==> config.mk <==
export PLATFORM = sky130hd
export DESIGN_NAME = cal_seq_ctrl_flat
export DESIGN_NICKNAME = d
export VERILOG_FILES = /design/src/rtl/cal_seq_pkg.sv /design/src/rtl/cal_seq_ctrl_if.sv /design/src/rtl/cal_seq_acc.sv /design/src/rtl/cal_seq_ctrl.sv /design/src/flat_wrapper.sv
export SDC_FILE = /design/constraint.sdc
export NUM_CORES = 1
export LEC_CHECK = 0
export BUFFER_PORTS_ARGS = -buffer_cell sky130_fd_sc_hd__buf_4
export CORE_AREA = 8 8 424 426
export CTS_CLUSTER_DIAMETER = 120
export DETAILED_ROUTE_END_ITERATION = 12
export DIE_AREA = 0 0 432 434
export PLACE_DENSITY = 0.3
export SETUP_SLACK_MARGIN = 0.15
export SYNTH_ARGS = -nofsm -noshare
export SYNTH_HDL_FRONTEND = slang
export SYNTH_SLANG_ARGS = --single-unit
==> constraint.sdc <==
create_clock -name clk -period 2.55 [get_ports clk]
set_clock_uncertainty 0.1 [all_clocks]
set_input_delay 0.3825 -clock clk [delete_from_list [all_inputs] [get_ports clk]]
set_output_delay 0.3825 -clock clk [all_outputs]
set_load 0.005 [all_outputs]
==> src/rtl/cal_seq_pkg.sv <==
// cal_seq_pkg: shared types and helpers for the cal_seq_ctrl sequencer.
package cal_seq_pkg;

    localparam int CAL_ACC_W_DEF = 24;

    typedef enum logic [2:0] {
        ST_IDLE  = 3'd0,
        ST_ISSUE = 3'd1,
        ST_DRAIN = 3'd2,
        ST_BIAS  = 3'd3,
        ST_OUT   = 3'd4
    } cal_state_e;

    // Clamp a signed value (sign-extended to 64 bits) into the signed dw-bit
    // range; the result is returned sign-extended so the caller keeps the low dw bits.
    function automatic logic signed [63:0] sat_narrow(input logic signed [63:0] v, input int dw);
        logic signed [63:0] hi;
        logic signed [63:0] lo;
        hi = (64'sd1 <<< (dw - 1)) - 64'sd1;
        lo = -(64'sd1 <<< (dw - 1));
        if (v > hi) begin
            return hi;
        end else if (v < lo) begin
            return lo;
        end
        return v;
    endfunction

endpackage

==> src/rtl/cal_seq_ctrl_if.sv <==
// cal_seq_ctrl_if: command and result ports between the layer controller and cal_seq_ctrl.
// Handshake: a transfer happens on a rising clock edge where valid and ready
// are both high; the sender holds valid and its payload stable until then and
// valid never depends combinationally on ready.
interface cal_seq_ctrl_if #(
    parameter int DW     = 16,
    parameter int ADDR_W = 6
);
    logic              cmd_valid;
    logic              cmd_ready;
    logic [ADDR_W:0]   cmd_nbatch;
    logic [DW-1:0]     cmd_bias;
    logic              cmd_extend;
    logic              res_valid;
    logic              res_ready;
    logic [DW-1:0]     res_data;

    modport master (
        output cmd_valid, cmd_nbatch, cmd_bias, cmd_extend, res_ready,
        input  cmd_ready, res_valid, res_data
    );

    modport slave (
        input  cmd_valid, cmd_nbatch, cmd_bias, cmd_extend, res_ready,
        output cmd_ready, res_valid, res_data
    );
endinterface

==> src/rtl/cal_seq_acc.sv <==
// cal_seq_acc: channel accumulator, bias add and final narrowing to DW.
// Build option CAL_SEQ_SAT_EN: when defined the biased result saturates to
// the DW range, otherwise it keeps the low DW bits (two's-complement wrap).
module cal_seq_acc
    import cal_seq_pkg::*;
#(
    parameter int DW    = 16,
    parameter int ACC_W = CAL_ACC_W_DEF
) (
    input  logic          clk,
    input  logic          rst_n,
    input  logic          clr_i,
    input  logic          add_en_i,
    input  logic [DW-1:0] add_val_i,
    input  logic          fin_en_i,
    input  logic [DW-1:0] bias_i,
    output logic [DW-1:0] res_o
);
    logic [ACC_W-1:0] acc_q, acc_d;
    logic [DW-1:0]    res_q, res_d;
    logic [DW-1:0]    narrowed;

    // Accumulate sign-extended partial sums, wrapping at ACC_W bits.
    always_comb begin
        acc_d = acc_q;
        if (clr_i) begin
            acc_d = '0;
        end else if (add_en_i) begin
            acc_d = acc_q + {{(ACC_W-DW){add_val_i[DW-1]}}, add_val_i};
        end
    end

`ifdef CAL_SEQ_SAT_EN
    logic [ACC_W-1:0]   sum_full;
    logic signed [63:0] sat_wide;
    // Full-width bias add, then clamp into the DW range.
    always_comb begin
        sum_full = acc_q + {{(ACC_W-DW){bias_i[DW-1]}}, bias_i};
        sat_wide = sat_narrow(64'(signed'(sum_full)), DW);
        narrowed = sat_wide[DW-1:0];
    end
`else
    // Low DW bits of (acc + bias) only depend on the low DW bits of each operand.
    always_comb begin
        narrowed = acc_q[DW-1:0] + bias_i;
    end
`endif

    // Capture the final result when the FSM passes through BIAS.
    always_comb begin
        res_d = res_q;
        if (fin_en_i) begin
            res_d = narrowed;
        end
    end

    // Accumulator and result registers.
    always_ff @(posedge clk or negedge rst_n) begin
        if (!rst_n) begin
            acc_q <= '0;
            res_q <= '0;
        end else begin
            acc_q <= acc_d;
            res_q <= res_d;
        end
    end

    assign res_o = res_q;

endmodule

==> src/rtl/cal_seq_ctrl.sv <==
// cal_seq_ctrl: issues batch reads to the compute unit, collects its partial
// sums and returns one biased, narrowed channel result per command.
// Build option CAL_SEQ_SAT_EN (see cal_seq_acc) selects saturating narrowing.
module cal_seq_ctrl
    import cal_seq_pkg::*;
#(
    parameter int DW           = 16,
    parameter int BATCH_LENGTH = 16,
    parameter int MAX_BATCHES  = 64,
    parameter int ACC_W        = CAL_ACC_W_DEF,
    parameter int ADDR_W       = $clog2(MAX_BATCHES)
) (
    input  logic                       clk,
    input  logic                       rst_n,
    cal_seq_ctrl_if.slave              ctrl,
    output logic                       mem_rd_en,
    output logic [ADDR_W-1:0]          mem_rd_addr,
    input  logic [DW*BATCH_LENGTH-1:0] mem_din,
    input  logic [DW*BATCH_LENGTH-1:0] mem_weight,
    output logic [DW*BATCH_LENGTH-1:0] cal_din,
    output logic [DW*BATCH_LENGTH-1:0] cal_weight,
    output logic [DW-1:0]              cal_bias,
    output logic                       cal_en,
    output logic                       cal_extend_en,
    input  logic                       cal_valid,
    input  logic [DW-1:0]              cal_channel_sum,
    output logic                       busy,
    output cal_state_e                 dbg_state
);
    localparam int              CNT_W = ADDR_W + 1;
    localparam logic [CNT_W-1:0] MAX_N = CNT_W'(MAX_BATCHES);
    localparam logic [CNT_W-1:0] ONE   = CNT_W'(1);

    cal_state_e       state_q, state_d;
    logic [CNT_W-1:0] n_q, iss_cnt_q, ret_cnt_q, n_cmd;
    logic [DW-1:0]    bias_q;
    logic             ext_q, cal_en_q;
    logic             accept, ret_en, issue_last, ret_last;

    assign n_cmd      = (ctrl.cmd_nbatch > MAX_N) ? MAX_N : ctrl.cmd_nbatch;
    assign accept     = (state_q == ST_IDLE) && ctrl.cmd_valid;
    // Returns only count while a command is collecting; stale ones are dropped.
    assign ret_en     = cal_valid && ((state_q == ST_ISSUE) || (state_q == ST_DRAIN));
    assign issue_last = (iss_cnt_q + ONE) == n_q;
    assign ret_last   = ret_en && ((ret_cnt_q + ONE) == n_q);

    // State register.
    always_ff @(posedge clk or negedge rst_n) begin
        if (!rst_n) begin
            state_q <= ST_IDLE;
        end else begin
            state_q <= state_d;
        end
    end

    // Next-state logic.
    always_comb begin
        state_d = state_q;
        case (state_q)
            ST_IDLE:  if (accept) state_d = (n_cmd == '0) ? ST_BIAS : ST_ISSUE;
            ST_ISSUE: begin
                if (ret_last) state_d = ST_BIAS;
                else if (issue_last) state_d = ST_DRAIN;
            end
            ST_DRAIN: if (ret_last) state_d = ST_BIAS;
            ST_BIAS:  state_d = ST_OUT;
            ST_OUT:   if (ctrl.res_ready) state_d = ST_IDLE;
            default:  state_d = ST_IDLE;
        endcase
    end

    // State-decoded outputs.
    always_comb begin
        ctrl.cmd_ready = 1'b0;
        ctrl.res_valid = 1'b0;
        mem_rd_en      = 1'b0;
        mem_rd_addr    = '0;
        busy           = 1'b1;
        case (state_q)
            ST_IDLE: begin
                ctrl.cmd_ready = 1'b1;
                busy           = 1'b0;
            end
            ST_ISSUE: begin
                mem_rd_en   = 1'b1;
                mem_rd_addr = iss_cnt_q[ADDR_W-1:0];
            end
            ST_OUT:  ctrl.res_valid = 1'b1;
            default: ;
        endcase
    end

    // Command latch and issue/return counters.
    always_ff @(posedge clk or negedge rst_n) begin
        if (!rst_n) begin
            n_q       <= '0;
            bias_q    <= '0;
            ext_q     <= 1'b0;
            iss_cnt_q <= '0;
            ret_cnt_q <= '0;
        end else if (accept) begin
            n_q       <= n_cmd;
            bias_q    <= ctrl.cmd_bias;
            ext_q     <= ctrl.cmd_extend;
            iss_cnt_q <= '0;
            ret_cnt_q <= '0;
        end else begin
            if (state_q == ST_ISSUE) iss_cnt_q <= iss_cnt_q + ONE;
            if (ret_en) ret_cnt_q <= ret_cnt_q + ONE;
        end
    end

    // cal_en lags the read strobe by one cycle to line up with read data.
    always_ff @(posedge clk or negedge rst_n) begin
        if (!rst_n) begin
            cal_en_q <= 1'b0;
        end else begin
            cal_en_q <= mem_rd_en;
        end
    end

    cal_seq_acc #(
        .DW    (DW),
        .ACC_W (ACC_W)
    ) u_acc (
        .clk       (clk),
        .rst_n     (rst_n),
        .clr_i     (accept),
        .add_en_i  (ret_en),
        .add_val_i (cal_channel_sum),
        .fin_en_i  (state_q == ST_BIAS),
        .bias_i    (bias_q),
        .res_o     (ctrl.res_data)
    );

    assign cal_din       = mem_din;
    assign cal_weight    = mem_weight;
    assign cal_bias      = bias_q;
    assign cal_extend_en = ext_q;
    assign cal_en        = cal_en_q;
    assign dbg_state     = state_q;

endmodule

==> src/flat_wrapper.sv <==
// flat-port wrapper written by rule: the top's interface ports become plain ports
module cal_seq_ctrl_flat import cal_seq_pkg::*;
#(
    parameter int DW           = 16,
    parameter int BATCH_LENGTH = 16,
    parameter int MAX_BATCHES  = 64,
    parameter int ACC_W        = CAL_ACC_W_DEF,
    parameter int ADDR_W       = $clog2(MAX_BATCHES)
)
  (clk, rst_n, mem_rd_en, mem_rd_addr, mem_din, mem_weight, cal_din, cal_weight, cal_bias, cal_en, cal_extend_en, cal_valid, cal_channel_sum, busy, dbg_state, ctrl_cmd_valid, ctrl_cmd_nbatch, ctrl_cmd_bias, ctrl_cmd_extend, ctrl_res_ready, ctrl_cmd_ready, ctrl_res_valid, ctrl_res_data);
  cal_seq_ctrl_if #(.DW(DW), .ADDR_W(ADDR_W)) ctrl_i ();
  input  logic clk;
  input  logic rst_n;
  output logic mem_rd_en;
  output logic [ADDR_W-1:0] mem_rd_addr;
  input  logic [DW*BATCH_LENGTH-1:0] mem_din;
  input  logic [DW*BATCH_LENGTH-1:0] mem_weight;
  output logic [DW*BATCH_LENGTH-1:0] cal_din;
  output logic [DW*BATCH_LENGTH-1:0] cal_weight;
  output logic [DW-1:0] cal_bias;
  output logic cal_en;
  output logic cal_extend_en;
  input  logic cal_valid;
  input  logic [DW-1:0] cal_channel_sum;
  output logic busy;
  output cal_state_e dbg_state;
  input wire logic [$bits(ctrl_i.cmd_valid)-1:0] ctrl_cmd_valid;
  input wire logic [$bits(ctrl_i.cmd_nbatch)-1:0] ctrl_cmd_nbatch;
  input wire logic [$bits(ctrl_i.cmd_bias)-1:0] ctrl_cmd_bias;
  input wire logic [$bits(ctrl_i.cmd_extend)-1:0] ctrl_cmd_extend;
  input wire logic [$bits(ctrl_i.res_ready)-1:0] ctrl_res_ready;
  output wire logic [$bits(ctrl_i.cmd_ready)-1:0] ctrl_cmd_ready;
  output wire logic [$bits(ctrl_i.res_valid)-1:0] ctrl_res_valid;
  output wire logic [$bits(ctrl_i.res_data)-1:0] ctrl_res_data;
  assign ctrl_i.cmd_valid = ctrl_cmd_valid;
  assign ctrl_i.cmd_nbatch = ctrl_cmd_nbatch;
  assign ctrl_i.cmd_bias = ctrl_cmd_bias;
  assign ctrl_i.cmd_extend = ctrl_cmd_extend;
  assign ctrl_i.res_ready = ctrl_res_ready;
  assign ctrl_cmd_ready = ctrl_i.cmd_ready;
  assign ctrl_res_valid = ctrl_i.res_valid;
  assign ctrl_res_data = ctrl_i.res_data;
  cal_seq_ctrl #(.DW(DW), .BATCH_LENGTH(BATCH_LENGTH), .MAX_BATCHES(MAX_BATCHES), .ACC_W(ACC_W), .ADDR_W(ADDR_W)) u_core (.clk(clk), .rst_n(rst_n), .ctrl(ctrl_i), .mem_rd_en(mem_rd_en), .mem_rd_addr(mem_rd_addr), .mem_din(mem_din), .mem_weight(mem_weight), .cal_din(cal_din), .cal_weight(cal_weight), .cal_bias(cal_bias), .cal_en(cal_en), .cal_extend_en(cal_extend_en), .cal_valid(cal_valid), .cal_channel_sum(cal_channel_sum), .busy(busy), .dbg_state(dbg_state));
endmodule
==> results_dict.tcl <==
set metrics [dict create \
    grt_max_degree 36 \
    ys_seq_area_frac 0.2168 \
    finalWorstSetupSlack_ps 208.0 \
    crit_path_end_kind "flip-flop" \
    overflow 0 \
    h-tree-depth 3 \
    worst_pin_slew_ps 558.5 \
    synth_cells 1046 \
    dp_hpwl_um 57020 \
    final.min_clock_period_ps 2342 \
    die_h_um 434 \
    cts_tree "yes" \
    drt_iter0_markers 184 \
    critPathArrivalTime_ps 2490 \
    critPathRequiredTime_ps 2690 \
    yosys.area.top_type "buf_4" \
    synth_enable_flop_cells 0 \
    io_pins 1116 \
    ys_top_cells_by_area "buf_4, dfrtp_1, nand2_1" \
    slew_viol_final 0 \
    synth_top_area_frac 0.4517 \
    viasPerCell 1.770 \
    slew_headroom 0.6230 \
    yosys_warnings 0 \
    nNetsFinal 1230 \
    cp_max_fo 3 \
    routedWlPerCell_um 21.94 \
    ant_nets 0 \
    area_growth_syn_to_layout_pct 3.456 \
    crit_type "reg -> reg" \
    p_leak_nw 2.913 \
    antenna_found_initial 10 \
    die_w_um 432 \
    min_period_over_period 0.9184 \
    synth-seq-cells 74 \
    rows 153 \
    synthXorXnorAreaFrac 0.04511 \
    drt_first_pass_iters 4 \
    drv_cap 0 \
    core_um2 172900 \
    yosys.area_share.adder 0.05155 \
    fin_setup_tns_ps 0 \
    syn_nets 1637 \
    ir_drop_mv 0.3104 \
    clk_latency_ps 380 \
    finalHoldViolations 0 \
    synth_area_um2 8543 \
    crit_path_start_kind "flip-flop" \
    vias 5260 \
    rsz0062_at_grt "true" \
    grt_first_pass_wirelength_um 76380 \
    cts.sinks 74 \
    place.port_buffers 91 \
    synthSimpleGateAreaFrac 0.1117 \
    syn_area_per_cell_um2 8.167 \
    dp_worst_setup_slack_ps 51.31 \
    die-area_um2 187500 \
    async_flop_share 1.000 \
    clk_pin_slew_ps 80 \
    placed_cell_area_um2 8356 \
    layout_commonest_cell "buf_4" \
    ys_types 58 \
    cts_root_buf "clkbuf_16" \
    cts_buffers 9 \
    synth_top_family_by_area "buffers and inverters" \
    grt_use_total 0.06577 \
    gp_congestion 0.6741 \
    drt_wl_total_um 65200 \
    clk_path_buf_depth 2 \
    nFillCells 20420 \
    synthMuxAreaShare 0.006737 \
    grt_pass1_vias 5417 \
    final-setup-viol-count 0 \
    fmax_ghz 0.4270 \
    hold_path_class "in -> reg" \
    initial_utilization 0.04942 \
    drive_gt1_frac 0.2609 \
    status "finished clean" \
    synth_flop_cell "dfrtp_1" \
    synth_compound_area_frac 0.09988 \
    final_cell_mix "buf_4, nand2_1, dfrtp_1" \
    drc 0 \
    finalInstanceArea_um2 8838 \
    power.density_nw_per_um2 962.8 \
]
routing by layer:
layer  part of all wire  GRT usage
met2               0.44    0.09935
met4              0.050    0.03157
met1               0.24    0.04559
met3               0.25    0.08107
met5              0.014    0.03380
final cells by class:
cell class	count	area (µm²)	share of cell area
clock inverters	6	88.84	0.01005
flip-flops and latches	74	1856	0.2099
clock buffers	10	229.0	0.02591
well taps	2325	2909	0.3291
repair buffers	116	902.1	0.1021
inverters	14	52.55	0.005946
multi-input cells	424	2794	0.3161
diodes	3	7.507	0.0008494
cell families after synthesis:
logic type	count (synthesis)
mux	5
xor+xnor	44
simple gates	204
compound gates	137
flops	74
buf+inv	548
fa+ha+maj	34
worst paths after layout:
check / from / end / slack (ps) / cells after the start
max reg2reg: u_core.u_acc.acc_q[0] / u_core.u_acc.res_o[12] / 210 / 10
max: u_core.u_acc.acc_q[0] / u_core.u_acc.res_o[12] / 210 / 10
max in group asynchronous: rst_n / u_core.dbg_state[0] / 1250 / 3
min in group asynchronous: rst_n / u_core.u_acc.res_o[11] / 500 / 2
min reg2reg: u_core.u_acc.res_o[6] / u_core.u_acc.res_o[6] / 380 / 2
min: ctrl_cmd_extend / u_core.cal_extend_en / 80 / 3
registers in the layout, indices dropped and copies added, names as in the netlist:
signal,cells
u_core.cal_en,1
u_core.u_acc.acc_q,16
u_core.cal_extend_en,1
u_core.dbg_state,3
u_core.n_q,7
u_core.u_acc.res_o,16
u_core.iss_cnt_q,7
u_core.ret_cnt_q,7
u_core.cal_bias,16
synth_stat cells (2+ instances only):
cell / instances
and3_1: 5
o311ai_0: 2
or3_1: 2
o21ai_0: 58
a21oi_1: 29
nor2b_1: 7
nand3_1: 10
xnor2_1: 27
o21a_1: 6
nor3_1: 8
o31ai_1: 6
and2_1: 9
mux2i_1: 2
dfrtp_1: 74
inv_1: 14
a31oi_1: 4
nor2_1: 25
or2_2: 2
nand4_1: 4
nand2_1: 108
nand3b_1: 5
a21o_1: 7
o211ai_1: 5
mux2_2: 2
nand2b_1: 8
a41oi_1: 2
ha_1: 32
buf_2: 8
a22o_1: 3
o21ai_1: 2
clkbuf_1: 11
buf_4: 514
fa_1: 2
o21bai_1: 3
xor2_1: 17
through the flow:
| step | utilization | power [mW] | cells | hold WS (ps) |
|---|---|---|---|---|
| final | 0.05113 | 8.510 | 2972 | 84.71 |
| after global routing | 0.05110 | 9.415 | 2970 | 57.30 |
| after CTS | 0.05033 | 8.811 | 2964 | 30.65 |
| after detailed placement | 0.04834 | 7.139 | 2947 | 333.8 |
| after global placement | 0.04834 | 7.163 | 2947 | 335.4 |
| after floorplan | - | 5.412 | 1046 | -13.09 |
report_power, final:
part	switching [mW]	total [mW]	internal, mW
registers	0.633	2.30	1.67
logic	2.62	4.72	2.10
clock network	0.630	1.49	0.862
total	3.88	8.51	4.63
repair_timing:
action,in CTS,in global routing
hold buffers,1,0
gates resized for setup,5,24
buffers inserted,0,5
hold endpoints to repair,32,0
endpoints found under the setup margin,11,25
cloned,0,0
pin swaps,2,15
critical path, cell delays in order, from the launching register on:
cell and delay (ps):
dfrtp_1 390, ha_2 220, inv_2 50, fa_2 360
nor2b_2 120, o21ai_2 70, a21boi_2 210, o211ai_1 220
a41oi_2 260, xnor2_1 130, o21ai_1 70
Power figures use the tool's default switching activity.
